==> config.mk <==
export PLATFORM = sky130hd
export DESIGN_NAME = imem_port_arbiter
export DESIGN_NICKNAME = d
export VERILOG_FILES = /design/src/rtl/imem_port_arbiter.sv
export SDC_FILE = /design/constraint.sdc
export NUM_CORES = 1
export LEC_CHECK = 0
export ABC_CLOCK_PERIOD_IN_PS = 4100
export CAP_MARGIN = 20
export CORE_MARGIN = 8
export CORE_UTILIZATION = 46
export CTS_CLUSTER_SIZE = 8
export DETAILED_ROUTE_END_ITERATION = 10
export PLACE_DENSITY = 0.85
export RECOVER_POWER = 25
export SLEW_MARGIN = 20
export SYNTH_ARGS = -nofsm -noshare
export SYNTH_HDL_FRONTEND = slang
export SYNTH_SLANG_ARGS = --single-unit
==> constraint.sdc <==
create_clock -name clk -period 4.1 [get_ports clk]
set_clock_uncertainty 0.1 [all_clocks]
set_input_delay 0.41 -clock clk [delete_from_list [all_inputs] [get_ports clk]]
set_output_delay 0.41 -clock clk [all_outputs]
set_load 0.02 [all_outputs]
==> src/rtl/imem_port_arbiter.sv <==
// Shares the instruction memory's single combinational read port between the
// fetch (F) and debug (D) requesters, one ACCESS/RESP transaction at a time.
module imem_port_arbiter #(
  parameter int MEM_BYTES = 400,
  parameter int AW        = 32,
  parameter int DW        = 32
) (
  input  logic          clk,
  input  logic          rst_n,
  input  logic          f_req,
  input  logic [AW-1:0] f_adrs,
  output logic          f_gnt,
  output logic          f_rvalid,
  output logic [DW-1:0] f_rdata,
  output logic          f_err,
  input  logic          d_req,
  input  logic [AW-1:0] d_adrs,
  output logic          d_gnt,
  output logic          d_rvalid,
  output logic [DW-1:0] d_rdata,
  output logic          d_err,
  output logic [AW-1:0] mem_adrs,
  input  logic [DW-1:0] mem_data
);

  typedef enum logic [1:0] {IDLE, ACCESS, RESP} state_t;

  state_t        state, state_nxt;
  logic          take, take_d;
  logic          owner_d_p0, last_d, err_p0;
  logic [AW-1:0] adrs_sel, adrs_p0;

  // Misaligned or beyond the last full word of the memory.
  function automatic logic adrs_bad(input logic [AW-1:0] a);
    return (a[1:0] != 2'b00) || (a > AW'(MEM_BYTES - 4));
  endfunction

  // On a tie the port that was not served last wins.
  always_comb begin
    state_nxt = state;
    take      = 1'b0;
    take_d    = 1'b0;
    unique case (state)
      IDLE, RESP: begin
        if (f_req || d_req) begin
          take      = 1'b1;
          take_d    = d_req && (!f_req || !last_d);
          state_nxt = ACCESS;
        end else begin
          state_nxt = IDLE;
        end
      end
      ACCESS:  state_nxt = RESP;
      default: state_nxt = IDLE;
    endcase
  end

  assign adrs_sel = take_d ? d_adrs : f_adrs;

  // Stage p0: request latched at the granting edge.
  always_ff @(posedge clk) begin
    if (!rst_n) begin
      state      <= IDLE;
      last_d     <= 1'b1;
      owner_d_p0 <= 1'b0;
      err_p0     <= 1'b0;
      f_rdata    <= '0;
      f_err      <= 1'b0;
      d_rdata    <= '0;
      d_err      <= 1'b0;
    end else begin
      state <= state_nxt;
      if (take) begin
        owner_d_p0 <= take_d;
        last_d     <= take_d;
        err_p0     <= adrs_bad(adrs_sel);
      end
      // Stage p1: memory word captured at the end of the ACCESS cycle.
      if (state == ACCESS) begin
        if (owner_d_p0) begin
          d_rdata <= err_p0 ? '0 : mem_data;
          d_err   <= err_p0;
        end else begin
          f_rdata <= err_p0 ? '0 : mem_data;
          f_err   <= err_p0;
        end
      end
    end
  end

  always_ff @(posedge clk) begin
    if (take) adrs_p0 <= adrs_sel;
  end

  // The memory only ever sees a checked address, and only during ACCESS.
  assign mem_adrs = (state == ACCESS && !err_p0) ? adrs_p0 : '0;
  assign f_gnt    = (state == ACCESS) && !owner_d_p0;
  assign d_gnt    = (state == ACCESS) &&  owner_d_p0;
  assign f_rvalid = (state == RESP)   && !owner_d_p0;
  assign d_rvalid = (state == RESP)   &&  owner_d_p0;

endmodule

==> metrics.txt, run 1 <==
# TYPE chip_impl_metric gauge
chip_impl_metric{name="start_util",unit=""} 0.475
chip_impl_metric{name="ys.warnings.count",unit=""} 0
chip_impl_metric{name="leakage",unit="nW"} 2.63
chip_impl_metric{name="final_wirelength",unit="um"} 14800
chip_impl_info{name="cp-end-kind",value="output port"} 1
chip_impl_metric{name="drt_pass1_iterations",unit=""} 5
chip_impl_info{name="startpoint",value="state[0]"} 1
chip_impl_info{name="worst_hold_path_type",value="reg -> reg"} 1
chip_impl_metric{name="postCtsSetupBuffers",unit=""} 0
chip_impl_metric{name="core_area",unit="um2"} 9770
chip_impl_info{name="launching_element_type_of_the_critical_path",value="flop"} 1
chip_impl_metric{name="maxCapViolations",unit=""} 1
chip_impl_metric{name="yosysSeqAreaShare",unit=""} 0.513
chip_impl_metric{name="grtUsageTotal",unit=""} 0.222
chip_impl_metric{name="htree_num_levels",unit=""} 3
chip_impl_metric{name="worstMarginPinSlew",unit="ns"} 2.41
chip_impl_metric{name="grt_pass1_wl",unit="um"} 23300
chip_impl_metric{name="chipHeight",unit="um"} 116
chip_impl_metric{name="cts_hold_repair.buffers",unit=""} 0
chip_impl_metric{name="layout_area_growth_over_synthesis",unit="%"} 48.2
chip_impl_info{name="reg2reg_to",value="d_rdata[0]"} 1
chip_impl_metric{name="placement.io_buffers",unit=""} 201
chip_impl_metric{name="number_of_remaining_drc_errors",unit=""} 0
chip_impl_metric{name="power_frac_comb",unit=""} 0.197
chip_impl_metric{name="insertedDiodeCount",unit=""} 0
chip_impl_metric{name="netlist_area",unit="um2"} 4650
chip_impl_info{name="critical-path-top-delay-family",value="buffers and inverters"} 1
chip_impl_metric{name="r2r_slack",unit="ns"} 2.07
chip_impl_metric{name="worst_ir_drop_vdd",unit="uV"} 181
chip_impl_metric{name="swShare",unit=""} 0.266
chip_impl_info{name="ctsRootBufferMaster",value="clkbuf_8"} 1
chip_impl_metric{name="final_period_minus_worst_setup_slack",unit="ns"} 2.71
chip_impl_metric{name="worstSetupPathDepth",unit=""} 4
chip_impl_metric{name="avgViaCountPerCell",unit=""} 5.07
chip_impl_metric{name="routabilityCongestion",unit=""} 0.974
chip_impl_metric{name="maximum_root_to_sink_buffer_count",unit=""} 2
chip_impl_metric{name="p_int",unit="mW"} 1.63
chip_impl_metric{name="dp_hpwl",unit="um"} 11300
chip_impl_metric{name="initialDrtViolationCount",unit=""} 266
chip_impl_metric{name="initial_antenna_violation_count",unit=""} 0
chip_impl_metric{name="std_cell_rows",unit=""} 36
chip_impl_metric{name="ctsResizeCount",unit=""} 0
chip_impl_metric{name="grt_max_degree",unit=""} 72
chip_impl_info{name="timing.critical_path.slowest_stage_cell",value="clkdlybuf4s50_1"} 1
chip_impl_metric{name="hold_viol_final",unit=""} 0
chip_impl_metric{name="die_w",unit="um"} 116
chip_impl_metric{name="antenna_violating_nets_remaining",unit=""} 0
chip_impl_info{name="worstSetupEndpoint",value="d_gnt"} 1
chip_impl_metric{name="share_seq_of_total_power",unit=""} 0.515
chip_impl_metric{name="synth_area_per_cell",unit="um2"} 8.45
chip_impl_info{name="post_synth_main_area_contributors",value="dfxtp_1, edfxtp_1, nand2_1, a21boi_1, and2_1"} 1
chip_impl_info{name="outcome",value="finished with violations"} 1
chip_impl_metric{name="ys_ff_latch",unit=""} 103
chip_impl_metric{name="ys_types",unit=""} 32
chip_impl_metric{name="hold-worst-slack",unit="ns"} 0.355
chip_impl_info{name="crit-reg2reg-launch",value="state[0]"} 1
chip_impl_info{name="synthFlopType",value="dfxtp_1"} 1
chip_impl_metric{name="post_dr_wirelength_cell",unit="um"} 17.0
chip_impl_metric{name="largest_incremental_delay_on_the_critical_path",unit="ns"} 0.62
chip_impl_metric{name="synth_enable_flop_cells",unit=""} 32
chip_impl_metric{name="grt-ovfl-total",unit=""} 0
chip_impl_info{name="netlist_top_cells_count",value="nand2_1, dfxtp_1, a21boi_1, and2_1"} 1
chip_impl_metric{name="die_outline_area",unit="um2"} 13600
chip_impl_metric{name="worst-endpoint-required",unit="ns"} 3.59
chip_impl_metric{name="final_layout_size_suffix_gt1_frac",unit=""} 0.0337
chip_impl_metric{name="timing.critical_path.arrival",unit="ns"} 2.20
chip_impl_metric{name="clock_latency_reported_for_the_late_side_of_the_worst_skew_pair",unit="ns"} 0.36
chip_impl_metric{name="clkTransAtPathRegs",unit="ns"} 0.09
chip_impl_metric{name="p_clk_frac",unit=""} 0.288
chip_impl_metric{name="grt_pass1_vias",unit=""} 4464
chip_impl_metric{name="cts_made_buffers",unit=""} 9
chip_impl_metric{name="path_max_fanout",unit=""} 34
chip_impl_info{name="worstSetupPathType",value="reg -> out"} 1
chip_impl_info{name="synth_most_common_cell",value="nand2_1"} 1
chip_impl_metric{name="vias",unit=""} 4431
chip_impl_info{name="worstPathCellList",value="and2b_1 -> nand2_2 -> inv_2 -> clkdlybuf4s50_1"} 1
chip_impl_metric{name="timing.final.crit_share",unit=""} 0.660
chip_impl_metric{name="syn-num-nets",unit=""} 650
chip_impl_metric{name="critical_path_buf_inv_count",unit=""} 2
chip_impl_info{name="setup_repair_after_global_routing_missed_its_margin",value="no"} 1
chip_impl_info{name="clock_tree_from_tritoncts",value="built"} 1
chip_impl_metric{name="synthesis.instances",unit=""} 550
chip_impl_metric{name="power_switching",unit="uW"} 588
chip_impl_info{name="synth_top_cell_by_area",value="dfxtp_1"} 1
chip_impl_info{name="violations",value="capacitance limit, slew limit"} 1
chip_impl_metric{name="ioPinCount",unit=""} 202
chip_impl_metric{name="yosysTopAreaCellShare",unit=""} 0.306
chip_impl_metric{name="layout.nets",unit=""} 836
chip_impl_metric{name="cts.sink_count",unit=""} 103
chip_impl_metric{name="timing.final.setup_violations",unit=""} 0
chip_impl_metric{name="timing.reg2reg.worst_path_depth",unit=""} 6
chip_impl_metric{name="power_per_cell_area",unit="nW/um2"} 321
chip_impl_metric{name="slew_viol_final",unit=""} 72
chip_impl_metric{name="highest_clock_rate",unit="MHz"} 370
chip_impl_metric{name="fin_tns_setup",unit="ns"} 0
chip_impl_metric{name="synthArstFlopShare",unit=""} 0
chip_impl_metric{name="maxSlewHeadroom",unit=""} -0.604
==> metrics by stage <==
step,area (um2),instances,worst slack (ns),utilization,power [mW]
3_5_place_dp,6690,858,1.52,0.684,1.60
2_1_floorplan,4650,550,2.23,-,1.38
3_3_place_gp,6690,858,1.58,0.684,1.59
4_1_cts,6890,874,1.38,0.705,2.23
6_report,6890,874,1.39,0.705,2.21
5_1_grt,6890,874,1.22,0.705,2.32
==> kinds of logic after synthesis <==
logic type | share of synthesized area
AOI/OAI and AO/OA | 0.120
and+or+nand+nor | 0.324
buffers and inverters | 0.0436
DFF | 0.513
==> cells in the final DEF (no fill, tap or decap), drive strengths merged, types with 6 or more instances in the layout <==
| master | n |
|---|---|
| nand2 | 235 |
| clkdlybuf4s50 | 177 |
| dfxtp | 71 |
| a21boi | 67 |
| and2 | 34 |
| nor2b | 32 |
| edfxtp | 32 |
| dlygate4sd3 | 23 |
| clkbuf | 14 |
| nor4 | 8 |
| buf | 7 |
| nor3 | 6 |
==> worst register-to-register path, stage by stage, from the launching register on <==
cell and delay [ns]:
dfxtp_1 0.45, and2b_1 0.21, nand2_2 0.40, inv_2 0.17
buf_4 0.36, nand2_1 0.11, a21boi_0 0.17
==> worst min-delay path by stage <==
stage	from	end	slack [ns]	cells after the start
after global routing	d_rdata[27]	d_rdata[27]	0.38	2
after global placement	f_rdata[7]	f_rdata[7]	0.34	2
after CTS	f_rdata[19]	f_rdata[19]	0.36	2
after detailed placement	f_rdata[19]	f_rdata[19]	0.34	2
after floorplan	last_d	last_d	0.35	2
final	d_rdata[3]	d_rdata[3]	0.36	2
==> per-layer routing <==
metal  part of all wire  up-vias  track usage
met5                  0        -            0
met4              0.030        0        0.100
met3              0.082       34       0.0595
met2               0.51      185        0.384
met1               0.38     2059        0.251
li1                   -     2153            -
==> power by group through the flow <==
stage / Sequential (mW) / Combinational [mW] / Clock, mW
2_1_floorplan: 1.18 / 0.192 / 0
3_3_place_gp: 1.16 / 0.429 / 0
3_5_place_dp: 1.16 / 0.437 / 0
4_1_cts: 1.14 / 0.439 / 0.650
5_1_grt: 1.15 / 0.470 / 0.704
6_report: 1.14 / 0.435 / 0.638
==> registers in the layout (all words and copies together) (netlist names) <==
signal,flops
d_rdata,32
f_rdata,32
d_err,1
err_p0,1
state,2
last_d,1
adrs_p0,32
owner_d_p0,1
f_err,1
==> final cells by class <==
type,count,area [um2]
Clock inverter,3,21.3
Sequential cell,103,2380
Inverter,3,16.3
Multi-Input combinational cell,411,2060
Tap cell,133,166
Timing Repair Buffer,208,2060
Fill cell,756,2890
Clock buffer,13,181
No activity file was read; power rests on OpenSTA's default activity.
==> run 2, diff against run 1 <==
- ABC_CLOCK_PERIOD_IN_PS: 4100 -> 2300
- CORE_UTILIZATION: 46 -> 38
- PLACE_DENSITY: 0.85 -> 0.75
- clock period: 4.1 -> 2.3 ns (I/O delays scaled with it)
==> metrics.txt, run 2 (synthesized netlist as in run 1, its figures left out) <==
# TYPE chip_impl_metric gauge
chip_impl_metric{name="layout.nets",unit=""} 842
chip_impl_metric{name="layout_area_growth_over_synthesis",unit="%"} 53.9
chip_impl_metric{name="grt_max_degree",unit=""} 36
chip_impl_metric{name="die_w",unit="um"} 127
chip_impl_info{name="worstSetupPathType",value="reg -> out"} 1
chip_impl_metric{name="power_switching",unit="mW"} 1.13
chip_impl_metric{name="layout.core_utilization",unit=""} 0.598
chip_impl_metric{name="hold_viol_final",unit=""} 0
chip_impl_metric{name="drt_pass1_iterations",unit=""} 4
chip_impl_metric{name="path_max_fanout",unit=""} 32
chip_impl_metric{name="cts_made_buffers",unit=""} 9
chip_impl_info{name="setup_repair_after_global_routing_missed_its_margin",value="no"} 1
chip_impl_metric{name="grt-ovfl-total",unit=""} 0
chip_impl_metric{name="hold-worst-slack",unit="ns"} 0.136
chip_impl_metric{name="final_period_minus_worst_setup_slack",unit="ns"} 2.21
chip_impl_metric{name="fin_tns_setup",unit="ns"} 0
chip_impl_metric{name="power_per_cell_area",unit="nW/um2"} 630
chip_impl_metric{name="grt_pass1_vias",unit=""} 4396
chip_impl_info{name="final_cell_mix",value="nand2_1, clkdlybuf4s50_1, dfxtp_1"} 1
chip_impl_info{name="clock_tree_from_tritoncts",value="built"} 1
chip_impl_metric{name="power",unit="mW"} 4.50
chip_impl_metric{name="clkTransAtPathRegs",unit="ns"} 0.07
chip_impl_metric{name="die_outline_area",unit="um2"} 16000
chip_impl_metric{name="worstMarginPinSlew",unit="ns"} 0.727
chip_impl_metric{name="postCtsSetupBuffers",unit=""} 0
chip_impl_metric{name="share_seq_of_total_power",unit=""} 0.452
chip_impl_metric{name="insertedDiodeCount",unit=""} 0
chip_impl_info{name="launching_element_type_of_the_critical_path",value="flop"} 1
chip_impl_metric{name="placement.io_buffers",unit=""} 201
chip_impl_metric{name="start_util",unit=""} 0.388
chip_impl_metric{name="worst_ir_drop_vdd",unit="uV"} 418
chip_impl_metric{name="vias",unit=""} 4387
chip_impl_metric{name="largest_incremental_delay_on_the_critical_path",unit="ns"} 0.60
chip_impl_info{name="cp-end-kind",value="output port"} 1
chip_impl_metric{name="p_int",unit="mW"} 3.37
chip_impl_info{name="worst_hold_path_type",value="in -> reg"} 1
chip_impl_metric{name="routabilityCongestion",unit=""} 0.835
chip_impl_info{name="ctsRootBufferMaster",value="clkbuf_16"} 1
chip_impl_metric{name="leakage",unit="nW"} 3.16
chip_impl_metric{name="multiInputGateArea",unit="um2"} 2060
chip_impl_metric{name="htree_num_levels",unit=""} 3
chip_impl_metric{name="area_of_all_placed_cells_without_fillers",unit="um2"} 7150
chip_impl_metric{name="initialDrtViolationCount",unit=""} 220
chip_impl_metric{name="grtUsageTotal",unit=""} 0.188
chip_impl_info{name="final_common_cell",value="nand2_1"} 1
chip_impl_metric{name="post_dr_wirelength_cell",unit="um"} 17.1
chip_impl_metric{name="maximum_root_to_sink_buffer_count",unit=""} 2
chip_impl_metric{name="avgViaCountPerCell",unit=""} 4.91
chip_impl_metric{name="place_area",unit="um2"} 6790
chip_impl_info{name="timing.critical_path.slowest_stage_cell",value="clkdlybuf4s50_1"} 1
chip_impl_metric{name="core_area",unit="um2"} 12000
chip_impl_info{name="outcome",value="completed"} 1
chip_impl_metric{name="final.fill_count",unit=""} 1034
chip_impl_metric{name="maxSlewHeadroom",unit=""} 0.516
chip_impl_metric{name="timing.critical_path.arrival",unit="ns"} 1.88
chip_impl_metric{name="number_of_remaining_drc_errors",unit=""} 0
chip_impl_metric{name="ioPinCount",unit=""} 202
chip_impl_metric{name="slew_viol_final",unit=""} 0
chip_impl_metric{name="timing.final.crit_share",unit=""} 0.961
chip_impl_metric{name="p_clk_frac",unit=""} 0.376
chip_impl_metric{name="ctsResizeCount",unit=""} 2
chip_impl_metric{name="worst-endpoint-required",unit="ns"} 1.97
chip_impl_metric{name="antenna_violating_nets_remaining",unit=""} 0
chip_impl_metric{name="highest_clock_rate",unit="MHz"} 453
chip_impl_metric{name="dp_hpwl",unit="um"} 11500
chip_impl_info{name="top_regs",value="adrs_p0 x32, d_rdata x32, f_rdata x32"} 1
chip_impl_info{name="worstPathCellList",value="nand2b_1 -> nor2_1 -> buf_12 -> and2_1 -> clkdlybuf4s50_1"} 1
chip_impl_metric{name="final_layout_size_suffix_gt1_frac",unit=""} 0.0442
chip_impl_metric{name="layout.area.seq",unit="um2"} 2380
chip_impl_metric{name="cts_hold_repair.buffers",unit=""} 0
chip_impl_metric{name="timing.final.setup_violations",unit=""} 0
chip_impl_metric{name="power_frac_comb",unit=""} 0.172
chip_impl_metric{name="final_wirelength",unit="um"} 15300
chip_impl_metric{name="std_cell_rows",unit=""} 40
chip_impl_metric{name="maxCapViolations",unit=""} 0
chip_impl_metric{name="swShare",unit=""} 0.251
chip_impl_metric{name="chipHeight",unit="um"} 127
chip_impl_metric{name="grt_pass1_wl",unit="um"} 24000
chip_impl_metric{name="initial_antenna_violation_count",unit=""} 0
chip_impl_metric{name="cts.sink_count",unit=""} 103
chip_impl_metric{name="clock_latency_reported_for_the_late_side_of_the_worst_skew_pair",unit="ns"} 0.34
-- run 2: final cells by class --
cell class              instances  share of cell area
flip-flops and latches        103               0.333
repair buffers                214               0.304
multi-input cells             411               0.288
clock buffers                  10              0.0334
well taps                     147              0.0257
clock inverters                 6              0.0133
inverters                       3             0.00227
-- run 2: per-layer routing --
| layer | track usage | vias to the layer above | part of all wire |
|---|---|---|---|
| met5 | 0 | - | 0 |
| met4 | 0.0630 | 0 | 0.018 |
| met3 | 0.0712 | 18 | 0.098 |
| met2 | 0.313 | 181 | 0.46 |
| met1 | 0.218 | 2022 | 0.42 |
| li1 | - | 2166 | - |
-- run 2: path summary, 6_finish.rpt --
check                           slack, ns  cells past startpoint          end   startpoint
worst max-delay path                 0.09                      5  mem_adrs[7]     state[1]
worst min-delay path                 0.14                      2       last_d        rst_n
worst max register to register       0.43                      6       err_p0       last_d
worst min register to register       0.35                      2  d_rdata[21]  d_rdata[21]
-- run 2: metrics by stage --
stage / setup slack, ns / instances
2_1_floorplan: 0.501 / 550
3_3_place_gp: 0.402 / 878
3_5_place_dp: 0.350 / 878
4_1_cts: 0.000974 / 894
5_1_grt: 0.00729 / 894
6_report: 0.0901 / 894
-- run 2: power groups by stage --
stage               Combinational [mW]  Clock (mW)  Sequential (mW)
floorplan                        0.342           0             2.11
finish                           0.776        1.69             2.03
detailed placement               0.801           0             2.07
global placement                 0.786           0             2.07
CTS                              0.803        1.73             2.03
global route                     0.843        1.79             2.04
-- run 2: critical path: cells and delay by family, from the launching register on --
| family | cells | cell delay (ns) |
|---|---|---|
| buffers and inverters | 2 | 0.78 |
| and+or+nand+nor | 3 | 0.43 |
| DFF | 1 | 0.32 |
